--- src/rtl/vga_pkg.sv ---
// vga_pkg: shared 640x480@60 timing constants, line/frame total helpers and
// the coordinate width used by every block of the VGA timing generator.
package vga_pkg;

  localparam int COORD_W = 10;
  typedef logic [COORD_W-1:0] coord_t;

  // 640x480@60 horizontal timing, in pixels.
  localparam int VGA_H_ACTIVE = 640;
  localparam int VGA_H_FP     = 16;
  localparam int VGA_H_SYNC   = 96;
  localparam int VGA_H_BP     = 48;

  // 640x480@60 vertical timing, in lines.
  localparam int VGA_V_ACTIVE = 480;
  localparam int VGA_V_FP     = 10;
  localparam int VGA_V_SYNC   = 2;
  localparam int VGA_V_BP     = 33;

  // Pixels per line, including blanking.
  function automatic int h_total(input int active, input int fp, input int sync, input int bp);
    return active + fp + sync + bp;
  endfunction

  // Lines per frame, including blanking.
  function automatic int v_total(input int active, input int fp, input int sync, input int bp);
    return active + fp + sync + bp;
  endfunction

endpackage

--- src/rtl/vga_axis_counter.sv ---
// vga_axis_counter: one timing axis (horizontal or vertical). Counts 0..TOTAL-1
// on each step, flags the wrap, and registers the sync window decode of the
// new count so sync and count change on the same edge.
module vga_axis_counter
  import vga_pkg::*;
#(
  parameter int TOTAL      = 800,
  parameter int ACTIVE     = 640,
  parameter int SYNC_START = 656,
  parameter int SYNC_END   = 752,
  parameter int SYNC_POL   = 0
) (
  input  logic   clk_i,
  input  logic   rst_n_i,
  input  logic   step_i,
  output coord_t count_o,
  output logic   wrap_o,
  output logic   sync_o,
  output logic   active_nxt_o
);

  localparam coord_t LAST    = coord_t'(TOTAL - 1);
  localparam coord_t ACT_END = coord_t'(ACTIVE);
  localparam coord_t SYNC_LO = coord_t'(SYNC_START);
  localparam coord_t SYNC_HI = coord_t'(SYNC_END);
  localparam logic   SYNC_ON = (SYNC_POL != 0);

  coord_t count_q, count_d;
  logic   sync_q, sync_d;

  // The step that moves the count from LAST back to zero; drives the next axis.
  assign wrap_o = step_i && (count_q == LAST);

  // Next count and the sync decode of that next count.
  always_comb begin
    // NOTE: every variable gets a default before any branch, so no latch is inferred.
    count_d = count_q;
    if (step_i) begin
      count_d = (count_q == LAST) ? '0 : count_q + coord_t'(1);
    end
    sync_d = ((count_d >= SYNC_LO) && (count_d < SYNC_HI)) ? SYNC_ON : ~SYNC_ON;
  end

  // Visible-window flag of the next count, registered by the top together
  // with the other axis so ACTIVE lines up with the counts.
  assign active_nxt_o = (count_d < ACT_END);

  // Count and sync registers; reset parks the axis on its last position.
  always_ff @(posedge clk_i) begin
    // NOTE: state registers use non-blocking assignments so all flops update together.
    if (!rst_n_i) begin
      count_q <= LAST;
      sync_q  <= ~SYNC_ON;
    end else begin
      count_q <= count_d;
      sync_q  <= sync_d;
    end
  end

  assign count_o = count_q;
  assign sync_o  = sync_q;

endmodule

--- src/rtl/vga_timing_gen.sv ---
// vga_timing_gen: VGA raster timing generator. A horizontal axis counter steps
// on PIX_EN and a vertical one steps on the horizontal wrap; every output is a
// register so counts, syncs and ACTIVE change on the same edge.
// Optional feature: define VGA_TIMING_FRAME_CNT_EN to add the 16-bit FRAME_CNT
// output counting wraps to (0,0).
module vga_timing_gen
  import vga_pkg::*;
#(
  parameter int H_ACTIVE = VGA_H_ACTIVE,
  parameter int H_FP     = VGA_H_FP,
  parameter int H_SYNC   = VGA_H_SYNC,
  parameter int H_BP     = VGA_H_BP,
  parameter int V_ACTIVE = VGA_V_ACTIVE,
  parameter int V_FP     = VGA_V_FP,
  parameter int V_SYNC   = VGA_V_SYNC,
  parameter int V_BP     = VGA_V_BP,
  parameter int SYNC_POL = 0
) (
  input  logic        CLK_IN,
  input  logic        RESET_N,
  input  logic        PIX_EN,
  output logic        HSYNC,
  output logic        VSYNC,
  output logic        ACTIVE,
  output coord_t      PIXEL_X,
  output coord_t      PIXEL_Y,
`ifdef VGA_TIMING_FRAME_CNT_EN
  output logic [15:0] FRAME_CNT,
`endif
  output logic        LINE_START,
  output logic        FRAME_START
);

  localparam int H_TOTAL = h_total(H_ACTIVE, H_FP, H_SYNC, H_BP);
  localparam int V_TOTAL = v_total(V_ACTIVE, V_FP, V_SYNC, V_BP);

  logic h_wrap, v_wrap;
  logic h_act_nxt, v_act_nxt;
  logic active_q, line_start_q, frame_start_q;

  vga_axis_counter #(
    .TOTAL      (H_TOTAL),
    .ACTIVE     (H_ACTIVE),
    .SYNC_START (H_ACTIVE + H_FP),
    .SYNC_END   (H_ACTIVE + H_FP + H_SYNC),
    .SYNC_POL   (SYNC_POL)
  ) u_h_axis (
    .clk_i        (CLK_IN),
    .rst_n_i      (RESET_N),
    .step_i       (PIX_EN),
    .count_o      (PIXEL_X),
    .wrap_o       (h_wrap),
    .sync_o       (HSYNC),
    .active_nxt_o (h_act_nxt)
  );

  // The vertical axis advances once per line, on the horizontal wrap.
  vga_axis_counter #(
    .TOTAL      (V_TOTAL),
    .ACTIVE     (V_ACTIVE),
    .SYNC_START (V_ACTIVE + V_FP),
    .SYNC_END   (V_ACTIVE + V_FP + V_SYNC),
    .SYNC_POL   (SYNC_POL)
  ) u_v_axis (
    .clk_i        (CLK_IN),
    .rst_n_i      (RESET_N),
    .step_i       (h_wrap),
    .count_o      (PIXEL_Y),
    .wrap_o       (v_wrap),
    .sync_o       (VSYNC),
    .active_nxt_o (v_act_nxt)
  );

  // Visible flag and position pulses, registered alongside the counts.
  always_ff @(posedge CLK_IN) begin
    if (!RESET_N) begin
      active_q      <= 1'b0;
      line_start_q  <= 1'b0;
      frame_start_q <= 1'b0;
    end else begin
      active_q      <= h_act_nxt && v_act_nxt;
      line_start_q  <= h_wrap;
      frame_start_q <= v_wrap;
    end
  end

  assign ACTIVE      = active_q;
  assign LINE_START  = line_start_q;
  assign FRAME_START = frame_start_q;

`ifdef VGA_TIMING_FRAME_CNT_EN
  logic [15:0] frame_cnt_q;

  // Completed-frame counter; rolls over from 65535 to 0.
  always_ff @(posedge CLK_IN) begin
    if (!RESET_N) begin
      frame_cnt_q <= '0;
    end else if (v_wrap) begin
      frame_cnt_q <= frame_cnt_q + 16'd1;
    end
  end

  assign FRAME_CNT = frame_cnt_q;
`endif

endmodule

--- config.mk ---
export PLATFORM = sky130hd
export DESIGN_NAME = vga_timing_gen
export DESIGN_NICKNAME = d
export VERILOG_FILES = /design/src/rtl/vga_pkg.sv /design/src/rtl/vga_axis_counter.sv /design/src/rtl/vga_timing_gen.sv
export SDC_FILE = /design/constraint.sdc
export NUM_CORES = 1
export LEC_CHECK = 0
export CAP_MARGIN = 0
export CORE_ASPECT_RATIO = 0.6
export CORE_MARGIN = 2
export CORE_UTILIZATION = 50
export CTS_BUF_LIST = sky130_fd_sc_hd__clkbuf_16
export CTS_CLUSTER_DIAMETER = 150
export CTS_CLUSTER_SIZE = 14
export DETAILED_ROUTE_END_ITERATION = 10
export PLACE_DENSITY_LB_ADDON = 0.12
export SLEW_MARGIN = 20
export SYNTH_ARGS = -nofsm -noshare
export SYNTH_HDL_FRONTEND = slang
export SYNTH_SLANG_ARGS = --single-unit
--- constraint.sdc ---
create_clock -name CLK_IN -period 2.7 [get_ports CLK_IN]
set_input_delay 0.54 -clock CLK_IN [delete_from_list [all_inputs] [get_ports CLK_IN]]
set_output_delay 0.54 -clock CLK_IN [all_outputs]
set_load 0.05 [all_outputs]
# Word level (Yosys, flattened, before mapping)
# Cells that the tools add are included.
# totals
ff_bits	25
inputBits	3
output_inout_bits	25
word_cells	28
# op_classes
add_sub_neg	2
n_lt_le_gt_ge	6
eq_ne	2
n_mux	6
reduce_logical	5
# op_table
op	n
2-to-1 mux 10 bit	4
adder 10 x 1 -> 10 bit (second input constant)	2
== test 10 bit (second input constant)	2
less-than comparator 10 bit (second input constant)	2
less-than comparator 10 x 9 -> 1 bit (second input constant)	2
>= comparator 10 bit (second input constant)	1
>= comparator 10 x 9 -> 1 bit (second input constant)	1
logical AND 1 bit	5
2-to-1 mux 1 bit	2

# Logic depth before layout (Yosys ltp)
# Gate-level depths: netlist of the first run.
# logic_depth
word_depth	6
ltp_mapped	8
mapped_depth_nobuf	7

# Hierarchy
# A second synthesis of the first run with hierarchy kept.
# unflattened
cells_unflattened	162
hier_area_um2	1392.6
# by_module_without_submodules
mod	instances	cells_per_inst	area_each_um2	seq_area_each_um2
vga_axis_counter (u_h_axis)	1	79	660.6	220.2
vga_axis_counter (u_v_axis)	1	77	650.6	220.2
vga_timing_gen	1	6	81.3	60.1

# Worst setup path before layout of the first run
# OpenSTA, ideal clock, no wires.
# synth_path
kind	reg-to-reg
startpoint	register u_h_axis.count_q[1] (netlist: u_h_axis.count_o[1])
endpoint	register u_v_axis.sync_q (netlist: u_v_axis.sync_o)
setup_ns	0.133
t_arrival_ns	2.228
t_required_ns	2.567
path_slack_ns	0.339
path_stages_with_launch	8
path_buffers	1
period_less_slack_ns	2.361
cell_sequence	dfxtp_1 > ha_1 > and3_1 > buf_2 > nand3_4 > or4_4 > a211oi_2 > o211ai_1
# synth_between
elab_chain_cells	6
word_cells_on_any_way	7
cone_classes	2 x order compare; 1 x eq/ne; 2 x mux; 2 x reduce/logical
# synth_rtl
item	line_no	source
start, declared	vga_axis_counter.sv:28	coord_t count_q, count_d;
start signal, assigned	vga_axis_counter.sv:55	count_q <= count_d;
== test 10 bit (*)	vga_axis_counter.sv:32	assign wrap_o = step_i && (count_q == LAST);
logical AND 1 bit (*)	vga_axis_counter.sv:32	
2-to-1 mux 10 bit (*)	vga_axis_counter.sv:38	if (step_i) begin
>= comparator 10 x 9 -> 1 bit or less-than comparator 10 x 9 -> 1 bit (tied branches)	vga_axis_counter.sv:41	sync_d = ((count_d >= SYNC_LO) && (count_d < SYNC_HI)) ? SYNC_ON : ~SYNC_ON;
logical AND 1 bit (*)	vga_axis_counter.sv:41	
2-to-1 mux 1 bit (*)	vga_axis_counter.sv:41	
end signal, assigned	vga_axis_counter.sv:53	sync_q <= ~SYNC_ON;
end signal, assigned	vga_axis_counter.sv:56	sync_q <= sync_d;
end, declared	vga_axis_counter.sv:29	logic sync_q, sync_d;
# Mark *: on every way between the ends. The rest lies on a longest branch, timed or not.
# A chain may end at the register's enable or synchronous reset.

# Final worst setup path of the first run
# layout_path
startpoint	input PIX_EN
endpoint	register active_q (netlist: ACTIVE)
# layout_between
elab_chain_cells	4
word_cells_on_any_way	6
cone_classes	2 x order compare; 2 x mux; 2 x reduce/logical
# layout_rtl
item	line_no	source
start, declared	vga_timing_gen.sv:21	input logic PIX_EN,
logical AND 1 bit	vga_axis_counter.sv:32	
2-to-1 mux 10 bit	vga_axis_counter.sv:38	
less-than comparator 10 x 9 -> 1 bit	vga_axis_counter.sv:46	assign active_nxt_o = (count_d < ACT_END);
logical AND 1 bit (*)	vga_timing_gen.sv:81	active_q <= h_act_nxt && v_act_nxt;
end signal, assigned	vga_timing_gen.sv:81	
end, declared	vga_timing_gen.sv:39	logic active_q, line_start_q, frame_start_q;
# Marked as above.

==> results of run 1 <==
-- layout by cell type, fill, tap and decap left out, drive strengths merged, types with 2 or more instances in the layout --
master / netlist / layout
clkdlybuf4s50: 0 / 27
dfxtp: 25 / 25
nand2: 14 / 14
nand3: 13 / 13
a21oi: 11 / 11
nand4: 11 / 11
nor2: 11 / 11
o21ai: 9 / 9
buf: 7 / 9
inv: 6 / 6
xnor2: 6 / 6
nor3: 6 / 6
and3: 4 / 4
o211ai: 4 / 4
ha: 3 / 3
clkbuf: 5 / 3
and3b: 2 / 2
or2: 2 / 2
nor4: 2 / 2
xor2: 2 / 2
nor4b: 2 / 2
and4bb: 2 / 2
nand4bb: 2 / 2
or4b: 2 / 2
-- stage by stage --
step / setup WS [ns] / instances / instance area (sq um)
after CTS: 0.2987 / 232 / 1849
after floorplan: 0.3388 / 170 / 1446
after global routing: 0.1151 / 232 / 1849
final: 0.2617 / 232 / 1849
after global placement: 0.1188 / 228 / 1767
after detailed placement: 0.04499 / 228 / 1767
-- worst min-delay path, delay by kind of cell (launching register included) --
kind / cells / cell delay, ns
and+or+nand+nor: 2 / 0.15
DFF: 1 / 0.34
-- cell type report --
class	count	area, sq um	area share, %
inverters	6	22.52	1.218
clock buffers	3	75.07	4.060
repair buffers	36	337.8	18.27
flip-flops and latches	25	500.5	27.06
clock inverters	1	7.507	0.4060
well taps	34	42.54	2.300
multi-input cells	127	863.3	46.68
-- metal layers --
| layer | GRT usage (%) | routed length (um) |
|---|---|---|
| met1 | 38.46 | 1816 |
| met4 | 5.455 | 41 |
| met3 | 5.973 | 321 |
| met5 | 0 | 0 |
| met2 | 31.35 | 1497 |
-- flip-flops by register name (all words and copies together) (netlist names) --
name / count
u_h_axis.count_o: 10
u_v_axis.count_o: 10
ACTIVE: 1
FRAME_START: 1
LINE_START: 1
u_h_axis.sync_o: 1
u_v_axis.sync_o: 1
-- cells by family after synthesis --
group	share of synthesized area, %
buffers and inverters	5.709
AOI/OAI and AO/OA	15.74
and+or+nand+nor	35.04
xor gates and xnor gates	4.844
DFF	34.60
muxes	1.471
adders and majority gates	2.595
-- power by group --
part | internal (uW) | switching (uW)
Combinational | 174 | 277
Sequential | 400 | 60.7
Clock | 202 | 141
-- worst paths after layout --
kind	to	slack, ns	cells after the start
min reg2reg	u_h_axis.count_o[1]	0.54	2
max reg2reg	ACTIVE	0.48	6
min	u_h_axis.count_o[1]	0.54	2
max	ACTIVE	0.26	7
==> results.sh, run 1 <==
export IMPL_status="finished clean"
export IMPL_slew_viol_final=0
export IMPL_reg2reg_from="u_h_axis.count_o[8]"
export IMPL_crit_type="in2reg"
export IMPL_cp_cell_sequence="clkdlybuf4s50_1, nand4_1, nor4_1, buf_4, mux2i_1, a211oi_2, nor4b_1"
export IMPL_synthToLayoutAreaGrowth_pct=27.85
export IMPL_max_slew_margin_pct=65.41
export IMPL_rows=15
export IMPL_die_area_sq_um=3353
export IMPL_synth_warnings=0
export IMPL_rsz0062_at_grt="false"
export IMPL_synth_seq_cells=25
export IMPL_hold_path_class="reg2reg"
export IMPL_synth_edf_count=0
export IMPL_final_core_util_pct=65.69
export IMPL_viasPerCell=6.069
export IMPL_power_total_uw=1255
export IMPL_vdd_drop_max_mv=0.3935
export IMPL_crit_family="simple AND/OR/NAND/NOR gates"
export IMPL_grt_first_pass_wirelength_um=6009
export IMPL_synthTopCellsByCount="dfxtp_1 (25), nand2_1 (14), nand3_1 (12)"
export IMPL_wl_um=3675
export IMPL_crit_fanout=9
export IMPL_cts_sinks=25
export IMPL_cap_violations=0
export IMPL_worstSetupStartpoint="PIX_EN"
export IMPL_wire_per_inst_um=15.84
export IMPL_synth_seq_area_share_pct=34.60
export IMPL_fillers=247
export IMPL_skew_ns=0.005788
export IMPL_final_layout_size_suffix_gt1_share_pct=14.14
export IMPL_tightest_slew_ns=0.5172
export IMPL_yosys_top_cells_area="dfxtp_1 (35%), nand4_1 (4.8%), nand3_1 (4.2%), a21oi_1 (3.8%), nand2_1 (3.6%)"
export IMPL_synthFlopType="dfxtp_1"
export IMPL_vias=1408
export IMPL_cts_buffer_depth=2
export IMPL_ctsHoldBuffers=0
export IMPL_fp_dieH_um=45.66
export IMPL_ys_types=49
export IMPL_clock_latency_ns=0.26
export IMPL_cts_resized=0
export IMPL_syn_instance_count=170
export IMPL_place_congestion=0.8845
export IMPL_syn_nets=176
export IMPL_synth_top_cell_area_share_pct=34.60
export IMPL_grt_use_total_pct=24.02
export IMPL_slowest_delay_ns=0.62
export IMPL_cts_root_buf="clkbuf_16"
export IMPL_ys_async_sr_fraction_pct=0
export IMPL_antenna_found_initial=0
export IMPL_min_period_ns=2.438
export IMPL_fin_crit_sh_pct=90.31
export IMPL_grt_max_degree=16
export IMPL_synthesis_area_sq_um=1446
export IMPL_hp_start="u_h_axis.count_o[1]"
export IMPL_antennaDiodeCount=0
export IMPL_drc_errors=0
export IMPL_grt_pass1_vias=1171
export IMPL_crit_slowest_cell="clkdlybuf4s50_1"
export IMPL_num_io_pins=28
export IMPL_postRouteAntennaNets=0
export IMPL_path_clk_slew_ns=0.07
export IMPL_crit_buf_inv=2
export IMPL_start_kind="input port"
export IMPL_fin_nets=205
export IMPL_pwr_density_cell_nw_per_um2=678.5
export IMPL_gr_total_overflow=0
export IMPL_max_freq_mhz=410.1
export IMPL_syn_avg_cell_area_sq_um=8.508
export IMPL_cts_tree="built"
export IMPL_arrival_ns=2.60
export IMPL_cts_setup_buffers=0
export IMPL_tns_ns=0
export IMPL_required_ns=2.86
export IMPL_port_buffers=27
export IMPL_hpwl_um=2699
export IMPL_start_util_pct=51.38
export IMPL_drtIter0Drc=136
export IMPL_yosysTopAreaCell="dfxtp_1"
export IMPL_hold_viol=0
export IMPL_dr_pass1_iters=4
export IMPL_htreeDepth=1
export IMPL_coreArea_sq_um=2815
export IMPL_leakage_uw=0.0006744
export IMPL_yosys_cell_count_top_type="dfxtp_1"
export IMPL_cp_end_kind="flip-flop"
export IMPL_die_w_um=73.44
export IMPL_whs_ns=0.5384
export IMPL_numCtsBuffers=3
export IMPL_setup_viol=0
(Power assumes the default switching activity.)
==> run 2: changes to the inputs <==
Settings changed: CORE_MARGIN 2 to 4.
Clock period 2.7 ns to 2.97 ns, I/O delays scaled along.
==> run 2 against run 1 <==
  * Clock power fell by 13%
  * Worst hold slack got worse by 0.0051 ns
  * Sequential power fell by 8.0%
  * Sequential share of layout area rose by 0.43 points
  * Critical path type unchanged
  * Largest cell class unchanged
==> results.sh, run 2 (synthesized netlist as in run 1, its figures left out) <==
export IMPL_status="finished clean"
export IMPL_dp_slack_ns=0.2399
export IMPL_final_core_util_pct=69.29
export IMPL_drc_errors=0
export IMPL_grt_max_degree=14
export IMPL_cts_sinks=25
export IMPL_antenna_found_initial=0
export IMPL_stdcell_area_sq_um=1821
export IMPL_required_ns=3.10
export IMPL_comb_power_share_pct=35.6
export IMPL_final_layout_size_suffix_gt1_share_pct=12.31
export IMPL_crit_buf_inv=1
export IMPL_crit_family="simple AND/OR/NAND/NOR gates"
export IMPL_hpwl_um=2880
export IMPL_clock_latency_ns=0.26
export IMPL_pwr_share_clk_pct=26.6
export IMPL_fin_crit_sh_pct=84.11
export IMPL_die_area_sq_um=3845
export IMPL_layout_commonest_cell="clkdlybuf4s50_1"
export IMPL_grt_util_met3_pct=7.636
export IMPL_min_period_ns=2.498
export IMPL_slowest_delay_ns=0.58
export IMPL_postRouteAntennaNets=0
export IMPL_synthToLayoutAreaGrowth_pct=25.87
export IMPL_crit_type="in2reg"
export IMPL_leakage_uw=0.0006641
export IMPL_swShare_pct=38.09
export IMPL_use_met1_pct=32.23
export IMPL_grt_use_total_pct=22.34
export IMPL_pwr_share_seq_pct=37.8
export IMPL_max_slew_margin_pct=65.18
export IMPL_wire_per_inst_um=17.57
export IMPL_power_total_uw=1123
export IMPL_most_common_layout_cells="clkdlybuf4s50_1 (27), dfxtp_1 (25), nand2_1 (14)"
export IMPL_num_io_pins=28
export IMPL_wl_um=3989
export IMPL_port_buffers=27
export IMPL_path_clk_slew_ns=0.06
export IMPL_skew_ns=0.003220
export IMPL_max_freq_mhz=400.3
export IMPL_tightest_slew_ns=0.5092
export IMPL_dpl_cell_area_sq_um=1742
export IMPL_start_kind="input port"
export IMPL_grtUsageMet2_pct=31.81
export IMPL_gr_total_overflow=0
export IMPL_antennaDiodeCount=0
export IMPL_coreArea_sq_um=2628
export IMPL_place_congestion=0.9425
export IMPL_cp_cell_sequence="clkdlybuf4s50_1, and3_1, nand3_4, or4_4, a211oi_2, o211ai_1"
export IMPL_dr_pass1_iters=5
export IMPL_cts_root_buf="clkbuf_16"
export IMPL_drtIter0Drc=134
export IMPL_setup_viol=0
export IMPL_worst_slack_ns=0.4718
export IMPL_vdd_drop_max_mv=0.4346
export IMPL_numCtsBuffers=3
export IMPL_cp_end_kind="flip-flop"
export IMPL_die_w_um=77.44
export IMPL_cts_resized=0
export IMPL_crit_slowest_cell="clkdlybuf4s50_1"
export IMPL_crit_fanout=7
export IMPL_htreeDepth=1
export IMPL_hold_viol=0
export IMPL_tns_ns=0
export IMPL_cap_violations=0
export IMPL_grt_most_used_layer="met1"
export IMPL_start_util_pct=55.05
export IMPL_fp_dieH_um=49.66
export IMPL_pwr_density_cell_nw_per_um2=616.6
export IMPL_rsz0062_at_grt="false"
export IMPL_slew_viol_final=0
export IMPL_rows=14
export IMPL_cts_buffer_depth=2
export IMPL_grt_pass1_vias=1316
export IMPL_grt_first_pass_wirelength_um=6837
export IMPL_fin_nets=202
export IMPL_cts_setup_buffers=0
export IMPL_hold_path_class="reg2reg"
export IMPL_p_int_uw=694.9
export IMPL_ctsHoldBuffers=0
export IMPL_fillers=205
export IMPL_cts_tree="built"
export IMPL_power_switching_uw=427.6
export IMPL_arrival_ns=2.63
export IMPL_vias=1460
export IMPL_viasPerCell=6.432
[run 2: cell count changes in the layout (fill, tap and decap cells not counted), sizes merged]
cell      before  now
buf            9    6
clkinvlp       1    0
inv            6    7
[run 2: worst paths after layout]
check	slack, ns	start	to	cells past startpoint
max reg2reg	0.69	u_h_axis.count_o[0]	u_v_axis.sync_o	6
min	0.53	u_h_axis.count_o[1]	u_h_axis.count_o[1]	2
min reg2reg	0.53	u_h_axis.count_o[1]	u_h_axis.count_o[1]	2
max	0.47	PIX_EN	u_v_axis.sync_o	6
[run 2: routing by layer]
metal	part of all wire, %	wire length, um	up-vias
met3	12	473	8
met5	0	0	-
met1	46	1836	671
li1	-	-	685
met2	41	1633	96
met4	1.2	46	0
[run 2: area by class of cell]
cell class | instances | area [sq um] | area share, %
Clock inverter | 1 | 3.754 | 0.2062
Tap cell | 32 | 40.04 | 2.199
Clock buffer | 3 | 75.07 | 4.124
Timing Repair Buffer | 33 | 315.3 | 17.32
Sequential cell | 25 | 500.5 | 27.49
Inverter | 6 | 22.52 | 1.237
Multi-Input combinational cell | 127 | 863.3 | 47.42
[run 2: per-stage QoR]
stage               hold WS, ns  std cells
finish                   0.5333        227
global route             0.5980        227
detailed placement       0.5279        223
CTS                      0.5373        227
global placement         0.5165        223
floorplan                0.7212        170
[run 2: worst reg2reg max path, cell delays in order, from the launching register on]
cell      delay, ns
dfxtp_1        0.39
ha_1           0.30
and3_1         0.37
nand3_4        0.13
or4_4          0.54
a211oi_2       0.30
o211ai_1       0.13
[run 2: power groups by stage]
stage          clock network (uW)  logic [uW]  registers [uW]
2_1_floorplan                   0         216             495
3_3_place_gp                    0         387             425
3_5_place_dp                    0         393             428
4_1_cts                       305         396             422
5_1_grt                       324         430             431
6_report                      299         400             424
==> run 3: changes to the inputs <==
Clock period 2.97 ns to 2.4 ns, I/O delays scaled along.
==> run 3 against run 2 <==
  * Clock power increased by 21%
  * Highest routed layer unchanged
  * Power grew 28%
  * Core utilization rose by 4.5 points
  * Critical endpoint is now ACTIVE
==> results.sh, run 3 (synthesized netlist as in run 1, its figures left out) <==
export IMPL_coreArea_sq_um=2628
export IMPL_leakage_uw=0.0007353
export IMPL_required_ns=2.56
export IMPL_hpwl_um=3181
export IMPL_cp_end_kind="flip-flop"
export IMPL_cts_root_buf="clkbuf_16"
export IMPL_layout_cells_non_filler=242
export IMPL_swShare_pct=37.69
export IMPL_final_layout_size_suffix_gt1_share_pct=19.05
export IMPL_rows=14
export IMPL_vias=1536
export IMPL_die_area_sq_um=3845
export IMPL_rsz0062_at_grt="false"
export IMPL_num_io_pins=28
export IMPL_viasPerCell=6.347
export IMPL_reg2reg_from="u_h_axis.count_o[1]"
export IMPL_numCtsBuffers=3
export IMPL_cp_cell_sequence="clkdlybuf4s50_1, buf_4, nand4_1, nor4_2, buf_4, mux2i_1, a211oi_2, nor4b_1"
export IMPL_gr_total_overflow=0
export IMPL_start_kind="input port"
export IMPL_hold_path_class="reg2reg"
export IMPL_fp_dieH_um=49.66
export IMPL_p_int_uw=894.8
export IMPL_crit_fanout=9
export IMPL_final_core_util_pct=73.81
export IMPL_slew_viol_final=0
export IMPL_dr_pass1_iters=5
export IMPL_pwr_density_cell_nw_per_um2=740.5
export IMPL_fin_crit_sh_pct=92.66
export IMPL_hp_start="u_h_axis.count_o[1]"
export IMPL_pwr_share_clk_pct=25.1
export IMPL_rr_endpoint="u_v_axis.sync_o"
export IMPL_crit_buf_inv=3
export IMPL_htreeDepth=1
export IMPL_pwr_share_seq_pct=35.9
export IMPL_power_switching_uw=541.3
export IMPL_crit_slowest_cell="clkdlybuf4s50_1"
export IMPL_drtIter0Drc=344
export IMPL_grt_pass1_vias=1379
export IMPL_crit_type="in2reg"
export IMPL_r2r_slack_ns=0.23
export IMPL_fin_nets=217
export IMPL_dp_cells=238
export IMPL_crit_top_cell="buf_4"
export IMPL_vdd_drop_max_mv=0.5194
export IMPL_status="finished clean"
export IMPL_skew_ns=0.002065
export IMPL_max_slew_margin_pct=66.28
export IMPL_antennaDiodeCount=0
export IMPL_max_freq_mhz=449.7
export IMPL_antenna_found_initial=0
export IMPL_grt_use_total_pct=23.66
export IMPL_die_w_um=77.44
export IMPL_cts_sinks=25
export IMPL_drc_errors=0
export IMPL_cts_buffer_depth=2
export IMPL_setup_viol=0
export IMPL_grt_first_pass_wirelength_um=7272
export IMPL_holdPathStages=2
export IMPL_clock_latency_ns=0.25
export IMPL_wire_per_inst_um=17.76
export IMPL_crit_family="buffers and inverters"
export IMPL_cap_violations=0
export IMPL_port_buffers=27
export IMPL_wl_um=4298
export IMPL_comb_power_share_pct=38.9
export IMPL_arrival_ns=2.38
export IMPL_tightest_slew_ns=0.5043
export IMPL_postRouteAntennaNets=0
export IMPL_synthToLayoutAreaGrowth_pct=34.08
export IMPL_place_congestion=0.9053
export IMPL_start_util_pct=55.05
export IMPL_most_common_layout_cells="clkdlybuf4s50_1 (27), dfxtp_1 (25), buf_4 (21)"
export IMPL_hold_viol=0
export IMPL_cts_setup_buffers=0
export IMPL_whs_endpoint="u_h_axis.count_o[1]"
export IMPL_path_clk_slew_ns=0.06
export IMPL_grt_max_degree=14
export IMPL_cts_tree="built"
export IMPL_slowest_delay_ns=0.50
export IMPL_reg2reg_depth=6
export IMPL_min_period_ns=2.224
export IMPL_layout_commonest_cell="clkdlybuf4s50_1"
export IMPL_whs_ns=0.5302
-- run 3: changes by cell type in the layout (fill, tap and decap cells not counted) --
cell,delta
buf_4,+15
nor4_1,-1
nor4_2,+1
-- run 3: metrics by stage --
step	setup TNS, ns	area, sq um	setup WS, ns	power, uW
final	0	1939	0.1762	1436
after global routing	0	1939	0.01649	1505
after CTS	0	1933	0.1376	1428
after detailed placement	-0.001243	1854	-0.001243	1065
after global placement	0	1854	0.05891	1049
after floorplan	0	1446	0.03877	880.6
-- run 3: final cells by class --
type / instances / area, sq um
clock buffer: 3 / 75.07
timing repair buffer: 48 / 427.9
inverter: 6 / 22.52
fill: 195 / 688.2
sequential: 25 / 500.5
tap: 32 / 40.04
clock inverter: 1 / 3.754
multi-input combinational: 127 / 869.6
-- run 3: how the worst max path moves through the flow --
stage / from / end / slack, ns / cells after the start
detailed placement: PIX_EN / u_v_axis.sync_o / -0.001 / 6
CTS: PIX_EN / ACTIVE / 0.14 / 8
finish: PIX_EN / ACTIVE / 0.18 / 8
floorplan: u_h_axis.count_o[1] / u_v_axis.sync_o / 0.04 / 7
global route: u_h_axis.count_o[1] / ACTIVE / 0.02 / 7
global placement: PIX_EN / u_v_axis.sync_o / 0.06 / 6
-- run 3: metal layers --
| metal | share of wire (%) | routed length (um) | GRT usage (%) |
|---|---|---|---|
| met5 | 0 | 0 | 0 |
| met4 | 1.7 | 73 | 4.142 |
| met3 | 11 | 478 | 7.091 |
| met2 | 42 | 1803 | 33.81 |
| met1 | 45 | 1943 | 34.98 |
-- run 3: timing repair --
item | in CTS | in global routing
gates resized for setup | 0 | 1
setup endpoints to repair | 0 | 1
hold buffers | 0 | 0
hold endpoints to repair | 0 | 0
-- run 3: power by group through the flow --
stage	Clock [uW]	Combinational (uW)	Sequential, uW
after detailed placement	0	544	522
after global placement	0	531	518
after global routing	387	595	522
after floorplan	0	268	613
after CTS	367	549	513
final	361	559	516
-- run 3: worst register-to-register path, stage by stage (launching register included) --
cell and delay [ns]:
dfxtp_1 0.38, ha_1 0.32, and3_1 0.28, nand3_4 0.11, or4_4 0.53, a211oi_2 0.30
o211ai_1 0.12
